## src/rtl/kb_ps2_ctrl_pkg.sv

```systemverilog
// Shared definitions for the PS/2 keyboard controller: bus widths,
// register map, register bit positions and receiver state encoding.
package kb_pkg;

  localparam int unsigned WB_AW = 32;
  localparam int unsigned WB_DW = 32;
  localparam int unsigned WB_SW = 4;

  // Register offsets, decoded from adr[3:2]
  localparam logic [1:0] REG_DATA   = 2'd0;
  localparam logic [1:0] REG_STATUS = 2'd1;
  localparam logic [1:0] REG_CTRL   = 2'd2;
  localparam logic [1:0] REG_RSVD   = 2'd3;

  // DATA register
  localparam int unsigned DATA_VALID = 8;

  // STATUS register
  localparam int unsigned STAT_EMPTY  = 0;
  localparam int unsigned STAT_FULL   = 1;
  localparam int unsigned STAT_OVR    = 2;
  localparam int unsigned STAT_PERR   = 3;
  localparam int unsigned STAT_FERR   = 4;
  localparam int unsigned STAT_CNT_LO = 8;

  // CTRL register
  localparam int unsigned CTRL_RXIE  = 0;
  localparam int unsigned CTRL_ERRIE = 1;
  localparam int unsigned CTRL_FLUSH = 2;
  localparam int unsigned CTRL_EN    = 3;

  // Receiver frame states
  typedef enum logic [1:0] {
    RX_IDLE,
    RX_DATA,
    RX_PARITY,
    RX_STOP
  } rx_state_t;

  // PS/2 uses odd parity across the eight data bits plus the parity bit
  function automatic logic parity_ok(input logic [7:0] data, input logic par);
    return ^{data, par};
  endfunction

endpackage

```

## src/rtl/kb_ps2_ctrl_fifo.sv

```systemverilog
// Byte FIFO for received scan codes. A push while full is accepted only
// when a pop happens in the same cycle; flush empties it immediately.
module kb_rx_fifo
  import kb_pkg::*;
#(
  parameter int unsigned DEPTH = 16
) (
  input  logic                       clk,
  input  logic                       rst_n,
  input  logic                       push,
  input  logic                       pop,
  input  logic                       flush,
  input  logic [7:0]                 din,
  output logic [7:0]                 dout,
  output logic [$clog2(DEPTH):0]     count,
  output logic                       full,
  output logic                       empty
);

  localparam int unsigned AW = $clog2(DEPTH);
  localparam int unsigned CW = AW + 1;

  logic [7:0]    mem [DEPTH];
  logic [AW-1:0] wr_ptr;
  logic [AW-1:0] rd_ptr;
  logic          do_push;
  logic          do_pop;

  assign full    = (count == CW'(DEPTH));
  assign empty   = (count == '0);
  assign do_pop  = pop & ~empty;
  assign do_push = push & (~full | do_pop);
  assign dout    = mem[rd_ptr];

  // Pointer and occupancy bookkeeping
  always_ff @(posedge clk or negedge rst_n) begin
    if (!rst_n) begin
      wr_ptr <= '0;
      rd_ptr <= '0;
      count  <= '0;
    end else if (flush) begin
      wr_ptr <= '0;
      rd_ptr <= '0;
      count  <= '0;
    end else begin
      if (do_push) wr_ptr <= wr_ptr + 1'b1;
      if (do_pop)  rd_ptr <= rd_ptr + 1'b1;
      case ({do_push, do_pop})
        2'b10:   count <= count + 1'b1;
        2'b01:   count <= count - 1'b1;
        default: count <= count;
      endcase
    end
  end

  // Storage array, no reset needed
  always_ff @(posedge clk) begin
    if (do_push && !flush) mem[wr_ptr] <= din;
  end

endmodule

```

## src/rtl/kb_ps2_ctrl.sv

```systemverilog
// PS/2 keyboard receiver with a Wishbone register interface: synchronises
// and filters the PS/2 lines, decodes 11-bit frames, queues scan codes and
// raises a level interrupt on data or error conditions.
module kb_ps2_ctrl
  import kb_pkg::*;
#(
  parameter int unsigned FIFO_DEPTH = 16,
  parameter int unsigned FILTER_LEN = 8,
  parameter int unsigned TIMEOUT    = 20000
) (
  input  logic             clk_i,
  input  logic             rst_i,
  input  logic             cyc_i,
  input  logic             stb_i,
  input  logic             we_i,
  input  logic [WB_SW-1:0] sel_i,
  input  logic [WB_AW-1:0] adr_i,
  input  logic [WB_DW-1:0] dat_i,
  output logic [WB_DW-1:0] dat_o,
  output logic             ack_o,
  output logic             int_o,
  input  logic             kb_clk_i,
  input  logic             kb_dat_i
);

  localparam int unsigned CW    = $clog2(FIFO_DEPTH) + 1;
  localparam int unsigned FLT_W = $clog2(FILTER_LEN + 1);
  localparam int unsigned TMO_W = $clog2(TIMEOUT + 1);

  logic [1:0]       clk_sync;
  logic [1:0]       dat_sync;
  logic             flt_clk;
  logic             flt_prev;
  logic [FLT_W-1:0] flt_cnt;
  logic             fall_d;
  logic             ps2_bit;

  rx_state_t        state;
  logic [2:0]       bit_cnt;
  logic [7:0]       shreg;
  logic             par_bit;
  logic [TMO_W-1:0] tmo_cnt;
  logic             tmo_hit;
  logic             rx_push;
  logic             perr_set;
  logic             ferr_set;

  logic             ovr;
  logic             perr;
  logic             ferr;
  logic             ctrl_rxie;
  logic             ctrl_errie;
  logic             ctrl_en;

  logic [1:0]       reg_ofs;
  logic             bus_acc;
  logic             wr_status;
  logic             wr_ctrl;
  logic             rd_data;
  logic             fifo_pop;
  logic             fifo_flush;
  logic             ovr_set;

  logic [7:0]       fifo_head;
  logic [CW-1:0]    fifo_count;
  logic             fifo_full;
  logic             fifo_empty;
  logic [8:0]       count_wide;
  logic [7:0]       count_rep;

  logic             unused_bits;
  assign unused_bits = ^{adr_i[WB_AW-1:4], adr_i[1:0], sel_i[WB_SW-1:1], dat_i[WB_DW-1:5]};

  assign ps2_bit = dat_sync[1];

  // Two-flop synchronisers for both PS/2 lines (idle high)
  always_ff @(posedge clk_i or negedge rst_i) begin
    if (!rst_i) begin
      clk_sync <= '1;
      dat_sync <= '1;
    end else begin
      clk_sync <= {clk_sync[0], kb_clk_i};
      dat_sync <= {dat_sync[0], kb_dat_i};
    end
  end

  // Glitch filter on kb_clk and delayed falling-edge strobe for sampling
  always_ff @(posedge clk_i or negedge rst_i) begin
    if (!rst_i) begin
      flt_clk  <= 1'b1;
      flt_prev <= 1'b1;
      flt_cnt  <= '0;
      fall_d   <= 1'b0;
    end else begin
      flt_prev <= flt_clk;
      fall_d   <= flt_prev & ~flt_clk;
      if (clk_sync[1] == flt_clk) begin
        flt_cnt <= '0;
      end else if (flt_cnt == FLT_W'(FILTER_LEN - 1)) begin
        flt_clk <= clk_sync[1];
        flt_cnt <= '0;
      end else begin
        flt_cnt <= flt_cnt + 1'b1;
      end
    end
  end

  // Frame completion, error detection and inactivity timeout
  always_comb begin
    rx_push  = 1'b0;
    perr_set = 1'b0;
    ferr_set = 1'b0;
    tmo_hit  = (state != RX_IDLE) && !fall_d && (tmo_cnt == TMO_W'(TIMEOUT - 1));
    if (ctrl_en && fall_d && state == RX_STOP) begin
      if (ps2_bit) begin
        if (parity_ok(shreg, par_bit)) rx_push  = 1'b1;
        else                           perr_set = 1'b1;
      end else begin
        ferr_set = 1'b1;
      end
    end
    if (ctrl_en && tmo_hit) ferr_set = 1'b1;
  end

  // Cycles since the last sampled falling edge while a frame is in progress
  always_ff @(posedge clk_i or negedge rst_i) begin
    if (!rst_i)                                               tmo_cnt <= '0;
    else if (!ctrl_en || state == RX_IDLE || fall_d || tmo_hit) tmo_cnt <= '0;
    else                                                      tmo_cnt <= tmo_cnt + 1'b1;
  end

  // Frame receiver state machine, advanced once per sampled bit
  always_ff @(posedge clk_i or negedge rst_i) begin
    if (!rst_i) begin
      state   <= RX_IDLE;
      bit_cnt <= '0;
      shreg   <= '0;
      par_bit <= 1'b0;
    end else if (!ctrl_en || tmo_hit) begin
      state <= RX_IDLE;
    end else if (fall_d) begin
      case (state)
        RX_IDLE: begin
          if (!ps2_bit) begin
            state   <= RX_DATA;
            bit_cnt <= '0;
          end
        end
        RX_DATA: begin
          shreg   <= {ps2_bit, shreg[7:1]};
          bit_cnt <= bit_cnt + 3'd1;
          if (bit_cnt == 3'd7) state <= RX_PARITY;
        end
        RX_PARITY: begin
          par_bit <= ps2_bit;
          state   <= RX_STOP;
        end
        RX_STOP: state <= RX_IDLE;
        default: state <= RX_IDLE;
      endcase
    end
  end

  kb_rx_fifo #(
    .DEPTH (FIFO_DEPTH)
  ) u_fifo (
    .clk   (clk_i),
    .rst_n (rst_i),
    .push  (rx_push),
    .pop   (fifo_pop),
    .flush (fifo_flush),
    .din   (shreg),
    .dout  (fifo_head),
    .count (fifo_count),
    .full  (fifo_full),
    .empty (fifo_empty)
  );

  // Accesses take effect in the ack cycle while the master still holds them
  assign reg_ofs    = adr_i[3:2];
  assign bus_acc    = cyc_i & stb_i & ack_o;
  assign wr_status  = bus_acc & we_i & sel_i[0] & (reg_ofs == REG_STATUS);
  assign wr_ctrl    = bus_acc & we_i & sel_i[0] & (reg_ofs == REG_CTRL);
  assign rd_data    = bus_acc & ~we_i & (reg_ofs == REG_DATA);
  assign fifo_pop   = rd_data & ~fifo_empty;
  assign fifo_flush = wr_ctrl & dat_i[CTRL_FLUSH];
  assign ovr_set    = rx_push & fifo_full & ~fifo_pop;

  // Single-cycle acknowledge, zero wait states
  always_ff @(posedge clk_i or negedge rst_i) begin
    if (!rst_i) ack_o <= 1'b0;
    else        ack_o <= cyc_i & stb_i & ~ack_o;
  end

  // Sticky error flags; a new event outranks a same-cycle clear
  always_ff @(posedge clk_i or negedge rst_i) begin
    if (!rst_i) begin
      ovr  <= 1'b0;
      perr <= 1'b0;
      ferr <= 1'b0;
    end else begin
      ovr  <= ovr_set  | (ovr  & ~(wr_status & dat_i[STAT_OVR]));
      perr <= perr_set | (perr & ~(wr_status & dat_i[STAT_PERR]));
      ferr <= ferr_set | (ferr & ~(wr_status & dat_i[STAT_FERR]));
    end
  end

  // Control register (flush is a strobe and is not stored)
  always_ff @(posedge clk_i or negedge rst_i) begin
    if (!rst_i) begin
      ctrl_rxie  <= 1'b0;
      ctrl_errie <= 1'b0;
      ctrl_en    <= 1'b1;
    end else if (wr_ctrl) begin
      ctrl_rxie  <= dat_i[CTRL_RXIE];
      ctrl_errie <= dat_i[CTRL_ERRIE];
      ctrl_en    <= dat_i[CTRL_EN];
    end
  end

  // Registered level interrupt
  always_ff @(posedge clk_i or negedge rst_i) begin
    if (!rst_i) int_o <= 1'b0;
    else        int_o <= (ctrl_rxie & ~fifo_empty) | (ctrl_errie & (ovr | perr | ferr));
  end

  // Count saturates for the 256-deep configuration
  assign count_wide = 9'(fifo_count);
  assign count_rep  = count_wide[8] ? 8'hFF : count_wide[7:0];

  // Read data mux, driven only during the ack cycle
  always_comb begin
    dat_o = '0;
    if (ack_o) begin
      case (reg_ofs)
        REG_DATA: begin
          dat_o[DATA_VALID] = ~fifo_empty;
          dat_o[7:0]        = fifo_empty ? 8'h00 : fifo_head;
        end
        REG_STATUS: begin
          dat_o[STAT_EMPTY]           = fifo_empty;
          dat_o[STAT_FULL]            = fifo_full;
          dat_o[STAT_OVR]             = ovr;
          dat_o[STAT_PERR]            = perr;
          dat_o[STAT_FERR]            = ferr;
          dat_o[STAT_CNT_LO +: 8]     = count_rep;
        end
        REG_CTRL: begin
          dat_o[CTRL_RXIE]  = ctrl_rxie;
          dat_o[CTRL_ERRIE] = ctrl_errie;
          dat_o[CTRL_EN]    = ctrl_en;
        end
        default: dat_o = '0;
      endcase
    end
  end

endmodule

```

## config.mk

```make
export PLATFORM = sky130hd
export DESIGN_NAME = kb_ps2_ctrl
export DESIGN_NICKNAME = d
export VERILOG_FILES = /design/src/rtl/kb_ps2_ctrl_pkg.sv /design/src/rtl/kb_ps2_ctrl_fifo.sv /design/src/rtl/kb_ps2_ctrl.sv
export SDC_FILE = /design/constraint.sdc
export NUM_CORES = 1
export LEC_CHECK = 0
export BUFFER_PORTS_ARGS = -buffer_cell sky130_fd_sc_hd__buf_2
export CAP_MARGIN = 20
export CORE_MARGIN = 1.5
export CORE_UTILIZATION = 60
export CTS_BUF_LIST = sky130_fd_sc_hd__clkbuf_8
export DETAILED_ROUTE_END_ITERATION = 16
export GPL_ROUTABILITY_DRIVEN = 0
export PLACE_DENSITY = 0.82
export SETUP_SLACK_MARGIN = 0.3
export SYNTH_ARGS = -nofsm -noshare
export SYNTH_HDL_FRONTEND = slang
export SYNTH_HIERARCHICAL = 1
export SYNTH_SLANG_ARGS = --single-unit
```

## constraint.sdc

```tcl
create_clock -name clk_i -period 3.85 [get_ports clk_i]
set_input_delay 0.1925 -clock clk_i [delete_from_list [all_inputs] [get_ports clk_i]]
set_output_delay 0.1925 -clock clk_i [all_outputs]
set_load 0.02 [all_outputs]
```

==> flow_summary.json <==
{
  "status": "finished clean",
  "drt_iter0_drc": 551,
  "synth_area_sq_um": 8390,
  "synth_edf_count": 128,
  "skew_ns": 0.0109,
  "syn_area_per_cell_sq_um": 14.9,
  "drc": 0,
  "critPathArrivalTime_ns": 3.72,
  "worst-setup-path-type": "reg -> reg",
  "p_total_mw": 3.45,
  "final_nets": 724,
  "hold_viol_final": 0,
  "htreeDepth": 4,
  "r2r_setup_slack_ns": 0.47,
  "tightest_slew_ns": 0.970,
  "synth_async_sr_flop_share_pct": 32.3,
  "num_rows": 43,
  "min_period_ns": 3.38,
  "routedWlPerCell_um": 18.9,
  "grt_pass1_vias": 4829,
  "hold_path_class": "in -> reg",
  "synth_common_cells": "128 x edfxtp_1, 63 x nor2_1, 54 x dfrtp_1",
  "grt_max_degree": 47,
  "slew_viol_final": 0,
  "drive_above_1_share_pct": 22.9,
  "rsz0062_at_grt": "no",
  "cts_sinks": 189,
  "fin_setup_tns_ns": 0,
  "antenna_found_initial": 0,
  "clk_pin_slew_ns": 0.09,
  "cts_buffers": 17,
  "crit_start": "shreg[1]",
  "min-delay-start": "stb_i",
  "die_w_um": 121,
  "power.density_nw_per_um2": 373,
  "drt-vias-per-instance": 5.82,
  "synth.area.top_cells": "edfxtp_1 46%, dfrtp_1 16%, mux4_2 8.1%, mux4_1 3.1%, nor2_1 2.8%",
  "grt-ovfl-total": 0,
  "maxSlewHeadroom_pct": 35.3,
  "intPower_mw": 2.68,
  "ir_worst_vdd_mv": 0.172,
  "coreArea_sq_um": 13800,
  "syn_inst": 563,
  "dp_hpwl_um": 10900,
  "multi_input_area_sq_um": 2760,
  "cpPeakStageDelay_ns": 0.44,
  "path_buf_inv": 2,
  "switchingPower_mw": 0.776,
  "grt_pass1_wl_um": 25200,
  "start_kind": "register",
  "pwr-share-comb_pct": 3.4,
  "synthToLayoutAreaGrowth_pct": 10.2,
  "fin_util_pct": 67.1,
  "postCtsSetupRepairBufs": 0,
  "worstPathRequired_ns": 4.19,
  "ys_types": 53,
  "worstReg2RegStart": "shreg[1]",
  "slowest_stage": "xnor3_1",
  "synth_top_area_share_pct": 45.8,
  "setup_slack_ns": 0.470,
  "clock-root-buffer": "clkbuf_8",
  "post-route-period-util_pct": 87.8,
  "critPathMaxFanout": 4,
  "leakage_nw": 3.68,
  "pwr-share-seq_pct": 64.6,
  "netSwitchingFraction_pct": 22.5,
  "ff_latch_area_sq_um": 5380,
  "num_vias": 4804,
  "fin_cells": 825,
  "path_delay_family": "XOR/XNOR gates",
  "maxCapViolCount": 0,
  "finalWirelength_um": 15600,
  "ant_nets": 0,
  "ioPinCount": 109,
  "setup_violations": 0,
  "clk_path_buf_depth": 2,
  "synth-seq-cells": 189,
  "place_inst": 787,
  "ys_seq_area_share_pct": 64.1,
  "clkPwrFrac_pct": 32.0,
  "clk_latency_ns": 0.46,
  "die_h_um": 121,
  "fill_cells": 898,
  "die-area_sq_um": 14700,
  "path_cells": "xor2_1, xnor3_1, xnor2_1, buf_4, nor2_1, nand2b_1, a21oi_2, inv_1, fa_1, nand2b_1, a21oi_2, mux2_2, a32oi_1, a21oi_1",
  "dp_slack_ns": 0.410,
  "diodes": 0,
  "cp-end-kind": "register",
  "dr.pass1.iters": 7,
  "ys.flop_type": "edfxtp_1",
  "place.port_buffers": 29,
  "yosysTopAreaCell": "edfxtp_1",
  "yosysMostFrequentCell": "edfxtp_1",
  "fmax_ghz": 0.296,
  "cts_tree": "built",
  "ys_warn_count": 6,
  "grt_usage_pct": 23.1,
  "initial_core_util_pct": 60.9
}
## flip-flops by register name, summed over array words and instances, names as in the netlist, 2 cells and up
signal,flops
state,2
dat_sync,2
u_fifo/rd_ptr,4
u_fifo/mem,128
clk_sync,2
u_fifo/wr_ptr,4
u_fifo/count,5
flt_cnt,4
shreg,8
bit_cnt,3
tmo_cnt,15
## power by group through the flow
stage	clock [mW]	combinational [mW]	sequential [mW]
finish	1.11	0.117	2.23
global route	1.21	0.132	2.23
CTS	1.14	0.118	2.23
detailed placement	0	0.112	2.27
global placement	0	0.106	2.27
floorplan	0	0.103	2.25
## cell families (layout without fill, tap and decap cells)
kind of cell / count (synthesis) / in the layout / synth area share, %
AO/OA/AOI/OAI: 42 / 42 / 3.37
adder cells (fa/ha/maj): 17 / 17 / 2.63
AND/OR/NAND/NOR: 178 / 178 / 10.1
multiplexers: 51 / 51 / 12.6
flip-flops: 189 / 189 / 64.1
other: 1 / 19 / 0.0447
buffers and inverters: 55 / 119 / 3.86
XOR/XNOR: 30 / 30 / 3.30
## cell usage in the layout, fill, tap and decap left out, types with 2 or more instances in the layout
| cell | n |
|---|---|
| inv_1 | 18 |
| clkinv_2 | 5 |
| a21o_1 | 3 |
| ha_1 | 16 |
| clkinvlp_4 | 4 |
| or3_1 | 5 |
| dfrtp_1 | 53 |
| a22oi_1 | 4 |
| edfxtp_1 | 128 |
| a32oi_1 | 2 |
| nand3b_1 | 3 |
| or4_4 | 2 |
| nand2b_1 | 6 |
| mux4_2 | 30 |
| mux2_2 | 7 |
| nand2_1 | 50 |
| o21ai_0 | 10 |
| clkinv_4 | 5 |
| mux2i_1 | 4 |
| mux4_1 | 10 |
| nor4_1 | 4 |
| xor2_1 | 9 |
| and2_1 | 2 |
| xnor2_1 | 20 |
| nand3_1 | 11 |
| a21oi_1 | 9 |
| a22o_1 | 2 |
| and3_1 | 8 |
| nor2_1 | 63 |
| a21oi_2 | 2 |
| nand4_1 | 6 |
| buf_4 | 33 |
| nor2b_1 | 5 |
| nor3_1 | 7 |
| clkbuf_8 | 17 |
| buf_2 | 29 |
| dfstp_2 | 7 |
| conb_1 | 19 |
| dlygate4sd3_1 | 6 |
## worst paths after layout
kind,end,depth (start not counted)
min in group asynchronous,u_fifo/count[3],2
max in group asynchronous,tmo_cnt[1],3
setup reg to reg,u_fifo/count[4],14
hold reg to reg,clk_sync[1],0
hold / removal,ack_o,3
setup / recovery,u_fifo/count[4],14
## area by class of cell
cell class / instances / share of cell area (%)
Clock buffer: 17 / 2.53
Inverter: 18 / 0.731
Multi-Input combinational cell: 337 / 29.9
Tap cell: 180 / 2.44
Clock inverter: 15 / 1.11
Sequential cell: 189 / 58.2
Timing Repair Buffer: 69 / 5.12
## metrics by stage
step	hold WS [ns]	area, sq um
final	0.0799	9240
after global routing	0.0772	9240
after CTS	0.0435	9240
after detailed placement	0.126	8840
after global placement	0.120	8840
after floorplan	-0.103	8460
## layer usage
| layer | wire length [um] | global-route usage (%) |
|---|---|---|
| met1 | 6160 | 29.5 |
| met2 | 8110 | 39.1 |
| met3 | 938 | 5.36 |
| met4 | 359 | 8.24 |
| met5 | 0 | 0 |
## repair_timing
item | 4_1_cts | 5_1_grt
gates resized for setup | 0 | 2
setup endpoints to repair | 0 | 1
hold endpoints to repair | 20 | 0
hold buffers | 6 | 0
## worst register-to-register path: stages, from the launching register on
cell and delay [ns]:
dfrtp_1 0.40, xor2_1 0.16, xnor3_1 0.44, xnor2_1 0.23
buf_4 0.17, nor2_1 0.05, nand2b_1 0.19, a21oi_2 0.15
inv_1 0.07, fa_1 0.39, nand2b_1 0.17, a21oi_2 0.22
mux2_2 0.36, a32oi_1 0.18, a21oi_1 0.09
No activity file was read; power rests on OpenSTA's default activity.
